$ cat src/rtl/turfio_cout_pkg.sv
// Shared types and constants for the SURF-side COUT transmit framer.
package turfio_cout_pkg;

  typedef enum logic [1:0] {
    COUT_OFF   = 2'd0,
    COUT_TRAIN = 2'd1,
    COUT_RUN   = 2'd2
  } cout_mode_t;

  localparam int          COUT_NIBBLES       = 8;
  localparam logic [31:0] COUT_OFF_WORD      = 32'hFFFF_FFFF;
  localparam logic [31:0] COUT_TRAIN_DEFAULT = 32'hA55A_6996;
  localparam logic [31:0] COUT_IDLE_DEFAULT  = 32'h0000_0000;

  // The unused encoding 2'b11 falls back to OFF so the line idles high.
  function automatic cout_mode_t cout_decode_mode(input logic [1:0] m);
    case (m)
      2'd1:    return COUT_TRAIN;
      2'd2:    return COUT_RUN;
      default: return COUT_OFF;
    endcase
  endfunction

endpackage

$ cat src/rtl/turfio_cout_phase.sv
// Nibble-phase counter for the COUT framer; boundary_o marks every word load point,
// including a realign requested through sync_i while sync_en_i is high.
module turfio_cout_phase
  import turfio_cout_pkg::*;
(
  input  logic       clk,
  input  logic       rst,
  input  logic       sync_i,
  input  logic       sync_en_i,
  output logic [2:0] phase_o,
  output logic       boundary_o
);

  localparam logic [2:0] LAST_PHASE = 3'(COUT_NIBBLES - 1);

  logic [2:0] phase_q, phase_d;

  always_comb begin
    boundary_o = (phase_q == LAST_PHASE) || (sync_i && sync_en_i);
    phase_d    = boundary_o ? 3'd0 : phase_q + 3'd1;
  end

  always_ff @(posedge clk) begin
    if (rst) phase_q <= 3'd0;
    else     phase_q <= phase_d;
  end

  assign phase_o = phase_q;

endmodule

$ cat src/rtl/turfio_cout_surf_tx.sv
// SURF-side COUT transmit framer: 32-bit words out as nibbles, MSB nibble first, OFF/TRAIN/RUN.
// Optional macro TURFIO_COUT_TX_COUNT_EN enables the words_sent_o counter.
module turfio_cout_surf_tx
  import turfio_cout_pkg::*;
#(
  parameter logic        INV           = 1'b0,
  parameter logic [31:0] TRAIN_PATTERN = COUT_TRAIN_DEFAULT,
  parameter logic [31:0] IDLE_WORD     = COUT_IDLE_DEFAULT,
  parameter string       DEBUG         = "TRUE"
) (
  input  logic        rxclk_i,
  input  logic        rst_i,
  input  logic [1:0]  mode_i,
  input  logic        sync_i,
  input  logic [31:0] s_tdata,
  input  logic        s_tvalid,
  output logic        s_tready,
  output logic [3:0]  data_o,
  output logic [2:0]  phase_o,
  output logic [1:0]  mode_o,
  output logic        sync_err_o,
  output logic [15:0] words_sent_o
);

  cout_mode_t  mode_q, mode_d;
  logic [31:0] sr_q, sr_d;
  logic [3:0]  data_q, data_d;
  logic        sync_err_q, sync_err_d;
  logic        boundary;

  // A realign in RUN would corrupt a user word, so sync only acts outside RUN.
  turfio_cout_phase u_phase (
    .clk        (rxclk_i),
    .rst        (rst_i),
    .sync_i     (sync_i),
    .sync_en_i  (mode_q != COUT_RUN),
    .phase_o    (phase_o),
    .boundary_o (boundary)
  );

  always_comb begin
    mode_d     = boundary ? cout_decode_mode(mode_i) : mode_q;
    s_tready   = boundary && (mode_d == COUT_RUN) && !rst_i;
    sr_d       = sr_q << 4;
    if (boundary) begin
      case (mode_d)
        COUT_TRAIN: sr_d = TRAIN_PATTERN;
        COUT_RUN:   sr_d = s_tvalid ? s_tdata : IDLE_WORD;
        default:    sr_d = COUT_OFF_WORD;
      endcase
    end
    data_d     = sr_d[31:28] ^ {4{INV}};
    sync_err_d = sync_i && (mode_q == COUT_RUN);
  end

  always_ff @(posedge rxclk_i) begin
    if (rst_i) begin
      mode_q     <= COUT_OFF;
      sr_q       <= COUT_OFF_WORD;
      data_q     <= 4'hF ^ {4{INV}};
      sync_err_q <= 1'b0;
    end else begin
      mode_q     <= mode_d;
      sr_q       <= sr_d;
      data_q     <= data_d;
      sync_err_q <= sync_err_d;
    end
  end

  assign data_o     = data_q;
  assign mode_o     = mode_q;
  assign sync_err_o = sync_err_q;

`ifdef TURFIO_COUT_TX_COUNT_EN
  logic [15:0] words_q, words_d;

  always_comb words_d = words_q + ((s_tready && s_tvalid) ? 16'd1 : 16'd0);

  always_ff @(posedge rxclk_i) begin
    if (rst_i) words_q <= 16'h0000;
    else       words_q <= words_d;
  end

  assign words_sent_o = words_q;
`else
  assign words_sent_o = 16'h0000;
`endif

  // The vendor ILA on data_o is attached to this scope in the FPGA build.
  if (DEBUG == "TRUE") begin : g_ila
  end

endmodule
$ cat config.mk
export PLATFORM = sky130hd
export DESIGN_NAME = turfio_cout_surf_tx
export DESIGN_NICKNAME = d
export VERILOG_FILES = /design/src/rtl/turfio_cout_pkg.sv /design/src/rtl/turfio_cout_phase.sv /design/src/rtl/turfio_cout_surf_tx.sv
export SDC_FILE = /design/constraint.sdc
export NUM_CORES = 1
export LEC_CHECK = 0
export CAP_MARGIN = 15
export CELL_PAD_IN_SITES_DETAIL_PLACEMENT = 0
export CELL_PAD_IN_SITES_GLOBAL_PLACEMENT = 1
export CORE_MARGIN = 3
export CORE_UTILIZATION = 25
export CTS_CLUSTER_DIAMETER = 50
export DETAILED_ROUTE_END_ITERATION = 10
export MAX_ROUTING_LAYER = met4
export PLACE_DENSITY = 0.64
export SYNTH_ARGS = -nofsm -noshare
export SYNTH_HDL_FRONTEND = slang
export SYNTH_SLANG_ARGS = --single-unit
$ cat constraint.sdc
create_clock -name rxclk_i -period 2.1 [get_ports rxclk_i]
set_input_delay 0.42 -clock rxclk_i [delete_from_list [all_inputs] [get_ports rxclk_i]]
set_output_delay 0.42 -clock rxclk_i [all_outputs]
set_load 0.05 [all_outputs]
# After elaboration in Yosys (flattened, before gate mapping)
# Index checks and enable logic that the tools add are counted.
[word_totals]
reg_bits = 38
input_bits = 38
out_inout_bits = 27
[classes]
add_sub_neg = 1
eq_ne = 7
muxes = 5
reduce_logical = 7
[op_table]
columns = ["op", "count"]
rows = [
  ["$mux 32", 2],
  ["$pmux 32 s2", 1],
  ["$eq 2x2->1 const B", 3],
  ["$eq 2x1->1 const B", 2],
  ["$logic_and 1x1->1", 4],
  ["$pmux 2 s2", 1],
  ["$add 3x1->3 const B", 1],
  ["$eq 3x3->1 const B", 1],
  ["$mux 2", 1],
  ["$ne 2x2->1 const B", 1],
  ["$reduce_or 2->1", 1],
  ["$logic_not 1->1", 1],
  ["$logic_or 1x1->1", 1],
]

# Logic depth before layout (Yosys ltp)
# Gate-level depths: netlist of the first run.
[depth]
word_depth = 7
depth_mapped = 11
depth_no_buf = 9

# Hierarchy
# A second synthesis of the first run with hierarchy kept.
[hier_totals]
hier_cells = 175
area_unflattened_um2 = 1757.9
[modules_own_cells]
columns = ["mod", "instances", "cells_per_inst", "area_each_um2"]
rows = [
  ["turfio_cout_surf_tx", 1, 165, 1627.8],
  ["turfio_cout_phase", 1, 10, 130.1],
]

# Worst setup path before layout of the first run
# OpenSTA, ideal clock, no wires.
[synth_timing]
path_kind = "flip-flop to output port"
startpoint = "register u_phase.phase_q[0], in the netlist u_phase.phase_o[0]"
endpoint = "output s_tready"
t_arrival_ns = 2.815
path_slack_ns = -1.135
stages_incl_launch_ff = 7
cell_sequence = "dfxtp_1 ha_1 ha_1 nor2_1 o2bb2ai_1 ha_1 nor3b_1"
[synth_between]
elab_chain_len = 6
[synth_rtl]
columns = ["item", "line", "text"]
rows = [
  ["from (decl)", "turfio_cout_phase.sv:16", "logic [2:0] phase_q, phase_d;"],
  ["from (signal assigned)", "turfio_cout_phase.sv:25", "else phase_q <= phase_d;"],
  ["$eq 3x3->1 *", "turfio_cout_phase.sv:19", "boundary_o = (phase_q == LAST_PHASE) || (sync_i && sync_en_i);"],
  ["$logic_or 1x1->1 *", "turfio_cout_phase.sv:19", ""],
  ["$mux 2", "turfio_cout_surf_tx.sv:42", "mode_d = boundary ? cout_decode_mode(mode_i) : mode_q;"],
  ["$eq 2x2->1", "turfio_cout_surf_tx.sv:43", "s_tready = boundary && (mode_d == COUT_RUN) && !rst_i;"],
  ["$logic_and 1x1->1 * (2 in series)", "turfio_cout_surf_tx.sv:43", ""],
  ["to (decl)", "turfio_cout_surf_tx.sv:17", "output logic s_tready,"],
]
# Every way passes the cells marked *; elsewhere a longest branch is shown, timed or not.

# Worst setup path in the final report of the first run
[layout_timing]
startpoint = "register u_phase.phase_q[1], in the netlist u_phase.phase_o[1]"
endpoint = "output s_tready"
[layout_between]
elab_chain_len = 6
[layout_rtl]
columns = ["item", "line", "text"]
rows = [
  ["$eq 3x3->1", "turfio_cout_phase.sv:19", ""],
  ["$logic_or 1x1->1", "turfio_cout_phase.sv:19", ""],
  ["$mux 2", "turfio_cout_surf_tx.sv:42", ""],
  ["named net mode_d[1]", "turfio_cout_surf_tx.sv:25", "cout_mode_t mode_q, mode_d;"],
  ["$eq 2x2->1", "turfio_cout_surf_tx.sv:43", ""],
  ["$logic_and 1x1->1 (2 in series)", "turfio_cout_surf_tx.sv:43", ""],
]
# The timed path passes the listed nets, and every way through them passes these cells.

==> flow_summary.toml, run 1 <==
[outcome]
status = "finished with violations"
violations = "setup timing"

[routing]
dr.pass1.iters = 4
avgViaCountPerCell = 4.37
antenna_left = 0
drt_iter0_markers = 47
drc = 0
routed_wl_mm = 4.29
num_vias = 1362
routedWlPerCell_microns = 13.7

[synth]
yosys.area.top_type = "dfxtp_1"
synth_fa_ha_area_frac = 0.0291
yosysSeqAreaShare = 0.443
netlist_top_cells_count = "38 x dfxtp_1, 22 x a21oi_1, 21 x nor2_1, 18 x buf_4, 15 x o2bb2ai_1"
synthSimpleGateAreaFrac = 0.0976
synthFlopType = "dfxtp_1"
yosysTopAreaCellShare = 0.443
syn-cell-area_sq_um = 1720
postSynthAreaPerCell_sq_um = 9.82
synth_compound_area_frac = 0.227
synth_top_family_by_area = "compound AO/OA/AOI/OAI gates"
async_flop_share = 0
synthMuxAreaShare = 0.0816
yosysMostFrequentCell = "dfxtp_1"
netlist_instances = 175
synth_area_leaders = "dfxtp_1 44%, mux2i_1 8.2%, buf_4 7.9%"
synth_edf_count = 0
ys_types = 23
synth_xor_area_frac = 0
ys_warn_count = 0
synth-seq-cells = 38

[global_routing]
first_global_vias = 1211
grt_use_total = 0.106
grt_overflow = 0
antenna_found_initial = 0
grt_start_max_net_pins = 31
grt_first_pass_wirelength_mm = 6.07

[worst_hold_path]
hold_end = "sr_q[13]"
holdPathStages = 1
holdCritPathClass = "reg -> reg"
holdCritStartpoint = "sr_q[9]"

[placement]
place_ws_ps = -347
io_buffers = 48
placedCellCount = 297
place.gp.congestion = 0.729
dpl.hpwl_mm = 2.78

[setup_path]
required_ps = 1680
critPathKind = "reg -> out"
arrival_ps = 1780
r2r_setup_slack_ps = -60
crit_top_cell = "ha_4"
path_cells = "ha_4, ha_4, nor2_4, a2bb2oi_2, inv_2, ha_4, nor3b_4, buf_6"
r2r_end = "sr_q[17]"
cp-start-kind = "register"
critical_path_peak_fanout = 4
crit_family = "adder cells"
slowest_delay_ps = 350
path_buf_inv = 2
slowest_stage = "dfxtp_4"
end_kind = "output port"
regToRegStartpoint = "u_phase.phase_o[1]"
rr_worst_depth = 10

[floorplanning]
coreArea_sq_um = 6490
die-area_sq_um = 7900
io_pins = 65
die_y_microns = 88.9
initial_core_util = 0.264
rows = 29
die_w_microns = 88.9

[timing]
fmax_mhz = 454
maxSlewHeadroom = 0.661
post-route-min-period_ps = 2200
skew_ps = 5.12
hold-worst-slack_ps = 427
worstMarginPinSlew_ps = 506
post-route-period-util = 1.05
setup_viol = 17
final-hold-violation-count = 0
rsz0062_at_grt = "yes"
timing.final.ws_setup_ps = -102
drv_slew = 0

[cells_and_area]
syn_to_final_growth_pct = 49.7
antenna_cells = 0
fin_nets = 277
fin_cells = 312
drive_gt1_frac = 0.255
fin_util = 0.396

[clock_tree]
holdBufCountCts = 0
cts_sinks = 38
root_buffer = "clkbuf_8"
cts_tree = "built"
numCtsBuffers = 5
cts.clk_slew.worst_paths_ps = 70
clk_latency_ps = 280
clock_tree.buffer_depth = 2
htreeDepth = 2

[power_and_ir_drop]
p_leak_nw = 1.05
p_per_area_nw_per_um2 = 692
ir_worst_vdd_mv = 0.218
power.total_w = 0.00178

[run]
drv_cap = 0
## timing repair
action | in CTS | in global routing
gates resized for setup | 4 | 15
setup endpoints to repair | 15 | 33
cloned | 0 | 3
pin swaps | 2 | 1
setup buffers | 3 | 2
hold endpoints to repair | 0 | 0
## state kept, by name, indices dropped and copies added, names as in the netlist
name	count
sr_q	28
data_o	4
u_phase.phase_o	3
mode_o	2
sync_err_o	1
## layer usage
layer	global-route usage	wire [microns]
met1	0.143	2080
met2	0.149	1910
met3	0.0286	244
met4	0.0412	55
met5	-	0
## how the worst max path moves through the flow
stage / start / endpoint / slack [ps] / cells past startpoint
6_report: u_phase.phase_o[1] / s_tready / -100 / 8
5_1_grt: u_phase.phase_o[1] / s_tready / -170 / 7
4_1_cts: u_phase.phase_o[0] / s_tready / -120 / 8
3_5_place_dp: sync_i / sr_q[11] / -350 / 9
3_3_place_gp: sync_i / sr_q[26] / -320 / 9
2_1_floorplan: u_phase.phase_o[1] / sr_q[14] / -60 / 11
## worst reg2reg max path, delay by kind of cell, from the launching register on
family | cells | cell delay [ps]
buffers and inverters | 2 | 260
adder cells (fa/ha/maj) | 3 | 570
AO/OA/AOI/OAI | 3 | 350
flip-flops | 1 | 350
AND/OR/NAND/NOR | 2 | 520
## placed cells by master, fill, tap and decap left out, types with 2 or more instances in the layout
| cell | count |
|---|---|
| dfxtp_2 | 2 |
| clkdlybuf4s50_1 | 46 |
| mux2i_1 | 14 |
| a21oi_1 | 19 |
| buf_4 | 12 |
| conb_1 | 16 |
| clkbuf_16 | 2 |
| nand2b_1 | 2 |
| o21bai_1 | 2 |
| nor2_1 | 19 |
| and2_1 | 2 |
| o2bb2ai_1 | 13 |
| nor2b_1 | 2 |
| buf_6 | 4 |
| buf_12 | 2 |
| dfxtp_1 | 34 |
| a21oi_2 | 13 |
| o2bb2ai_2 | 2 |
| clkbuf_8 | 6 |
| ha_4 | 3 |
| dfxtp_4 | 2 |
## through the flow
stage	TNS, ps	cell area, sq um
floorplan	-577	1850
global placement	-7790	2330
detailed placement	-8420	2330
CTS	-152	2450
global route	-2610	2570
finish	-982	2570
## kinds of logic after synthesis
group / count (synthesis)
other: 1
adder cells (fa/ha/maj): 4
multiplexers: 14
AND/OR/NAND/NOR: 34
flip-flops: 38
buffers and inverters: 31
AO/OA/AOI/OAI: 53
## area by class of cell
type,instances,area (sq um)
Fill cell,658,3920
Tap cell,77,96.3
Multi-Input combinational cell,121,917
Inverter,2,7.51
Sequential cell,38,771
Clock buffer,7,86.3
Timing Repair Buffer,67,694
## report_power, final
part	internal, W	leakage (nW)	total [W]	switching, W
clock	0.000260	0.0443	0.000494	0.000233
sequential	0.000791	0.317	0.000815	0.0000245
combinational	0.000212	0.689	0.000473	0.000261
(Power assumes the default switching activity.)
==> inputs of run 2 (changes only) <==
- CORE_UTILIZATION: 25 -> 24
- PLACE_DENSITY: 0.64 -> 0.62
==> run 2 against run 1 <==
  * Largest power group unchanged
  * Maximum frequency about the same
  * Clock skew up 2.6 ps
  * Die area up 3.9%
  * Register-to-register slack better by 20 ps
  * Final area up 1.8%
  * Setup slack about the same
  * Sequential power about the same
  * Clock power up 30%
  * Critical path depth unchanged
  * Via count down 1.2%
  * Critical endpoint unchanged
  * The run still ends with setup timing left
  * First-iteration DRC count up 87%
  * Power up 8.2%
==> flow_summary.toml, run 2 (synthesis gave the netlist of run 1 again) <==
[floorplanning]
die_w_microns = 90.6
coreArea_sq_um = 6870
die_y_microns = 90.6
initial_core_util = 0.250
io_pins = 65
rows = 30
die-area_sq_um = 8210

[clock_tree]
cts_sinks = 38
root_buffer = "clkbuf_8"
holdBufCountCts = 0
numCtsBuffers = 5
cts_tree = "built"
clock_tree.buffer_depth = 2
clk_latency_ps = 290
cts.clk_slew.worst_paths_ps = 80
htreeDepth = 2

[routing]
drt_iter0_markers = 88
num_vias = 1345
routedWlPerCell_microns = 13.0
wl_met3_microns = 236
routed.top_layer = "met4"
avgViaCountPerCell = 4.06
drc = 0
dr.pass1.iters = 4
antenna_left = 0
dr_wl_met2_mm = 1.95
routed_wl_mm = 4.29
wl_met1_mm = 2.03

[worst_hold_path]
hold_end = "sr_q[13]"
holdCritStartpoint = "sr_q[9]"
holdPathStages = 1
holdCritPathClass = "reg -> reg"

[setup_path]
slowest_delay_ps = 350
r2r_end = "sr_q[8]"
critPathKind = "reg -> out"
critical_path_peak_fanout = 4
regToRegStartpoint = "u_phase.phase_o[1]"
r2r_setup_slack_ps = -40
cp-start-kind = "register"
end_kind = "output port"
crit_top_cell = "ha_4"
slowest_stage = "dfxtp_4"
rr_worst_depth = 10
required_ps = 1680
arrival_ps = 1780
path_cells = "ha_4, ha_4, nor2_4, a2bb2oi_2, inv_2, ha_4, nor3b_4, buf_6"

[timing]
rsz0062_at_grt = "yes"
setup_viol = 16
post-route-period-util = 1.05
post-route-min-period_ps = 2200
hold-worst-slack_ps = 427
final-hold-violation-count = 0
timing.final.ws_setup_ps = -102
worstMarginPinSlew_ps = 503
skew_ps = 7.73
fmax_mhz = 454
maxSlewHeadroom = 0.663
drv_slew = 0
fin_tns_setup_ps = -303

[power_and_ir_drop]
p_sw_frac = 0.281
power.total_w = 0.00193
p_per_area_nw_per_um2 = 737
p_switching_w = 0.000541
ir_worst_vdd_mv = 0.253
combPwrFrac = 0.245
internal_power_w = 0.00139
pwr-share-seq = 0.422
p_leak_nw = 1.06
clkPwrFrac = 0.333

[cells_and_area]
layout_commonest_cell = "clkdlybuf4s50_1"
fin_cells = 331
antenna_cells = 0
final_cell_mix = "46 x clkdlybuf4s50_1, 34 x dfxtp_1, 19 x nor2_1, 17 x a21oi_2, 16 x conb_1"
largest_register_ffs = 28
largest-register = "sr_q"
syn_to_final_growth_pct = 52.4
regArea_sq_um = 771
fin_nets = 276
drive_gt1_frac = 0.264
fillerInstances = 689
multi_input_area_sq_um = 927

[placement]
place.gp.congestion = 0.711
io_buffers = 48
dpl.hpwl_mm = 2.87
placedCellCount = 317

[run]
drv_cap = 0

[global_routing]
grt_start_max_net_pins = 31
grt_first_pass_wirelength_mm = 6.79
grt_overflow = 0
first_global_vias = 1298
antenna_found_initial = 0
grt_use_total = 0.109

[outcome]
status = "finished with violations"
violations = "setup timing"
[run 2: how the worst max path moves through the flow]
stage	startpoint	to	depth (start not counted)
after global routing	u_phase.phase_o[1]	s_tready	7
final	u_phase.phase_o[1]	s_tready	8
after floorplan	u_phase.phase_o[1]	sr_q[14]	11
after CTS	u_phase.phase_o[1]	s_tready	8
after global placement	sync_i	sr_q[8]	9
after detailed placement	sync_i	sr_q[8]	9
[run 2: worst max-delay path, delay by kind of cell (launching register included)]
kind                     cells  cell delay [ps]
AO/OA/AOI/OAI                1              170
adder cells (fa/ha/maj)      3              490
buffers and inverters        2              220
flip-flops                   1              350
AND/OR/NAND/NOR              2              250
[run 2: stage by stage]
step / setup WS (ps) / util / area [sq um]
6_report: -102 / 0.381 / 2620
2_1_floorplan: -60.0 / - / 1850
4_1_cts: -122 / 0.376 / 2580
5_1_grt: -206 / 0.381 / 2620
3_3_place_gp: -318 / 0.344 / 2360
3_5_place_dp: -403 / 0.344 / 2360
[run 2: power groups by stage]
stage	sequential [W]	combinational [W]	clock, W
floorplan	0.000870	0.000260	0
global placement	0.000831	0.000429	0
detailed placement	0.000829	0.000431	0
CTS	0.000814	0.000465	0.000660
global route	0.000820	0.000509	0.000694
finish	0.000813	0.000473	0.000642
[run 2: area by class of cell]
type	instances	area share
multi-input combinational	121	0.354
sequential	38	0.294
timing repair buffer	66	0.258
tap	96	0.0459
clock buffer	7	0.0330
clock inverter	1	0.0115
inverter	2	0.00287
[run 2: layer usage]
layer,track usage,vias to the layer above
met4,0.0421,0
met1,0.142,604
met3,0.0350,4
met5,-,-
li1,-,696
met2,0.155,41
[run 2: repair_timing]
| item | in CTS | in global routing |
|---|---|---|
| resized for setup | 15 | 10 |
| cloned | 1 | 2 |
| pin swaps | 3 | 1 |
| setup endpoints to repair | 17 | 33 |
| buffers inserted | 3 | 0 |
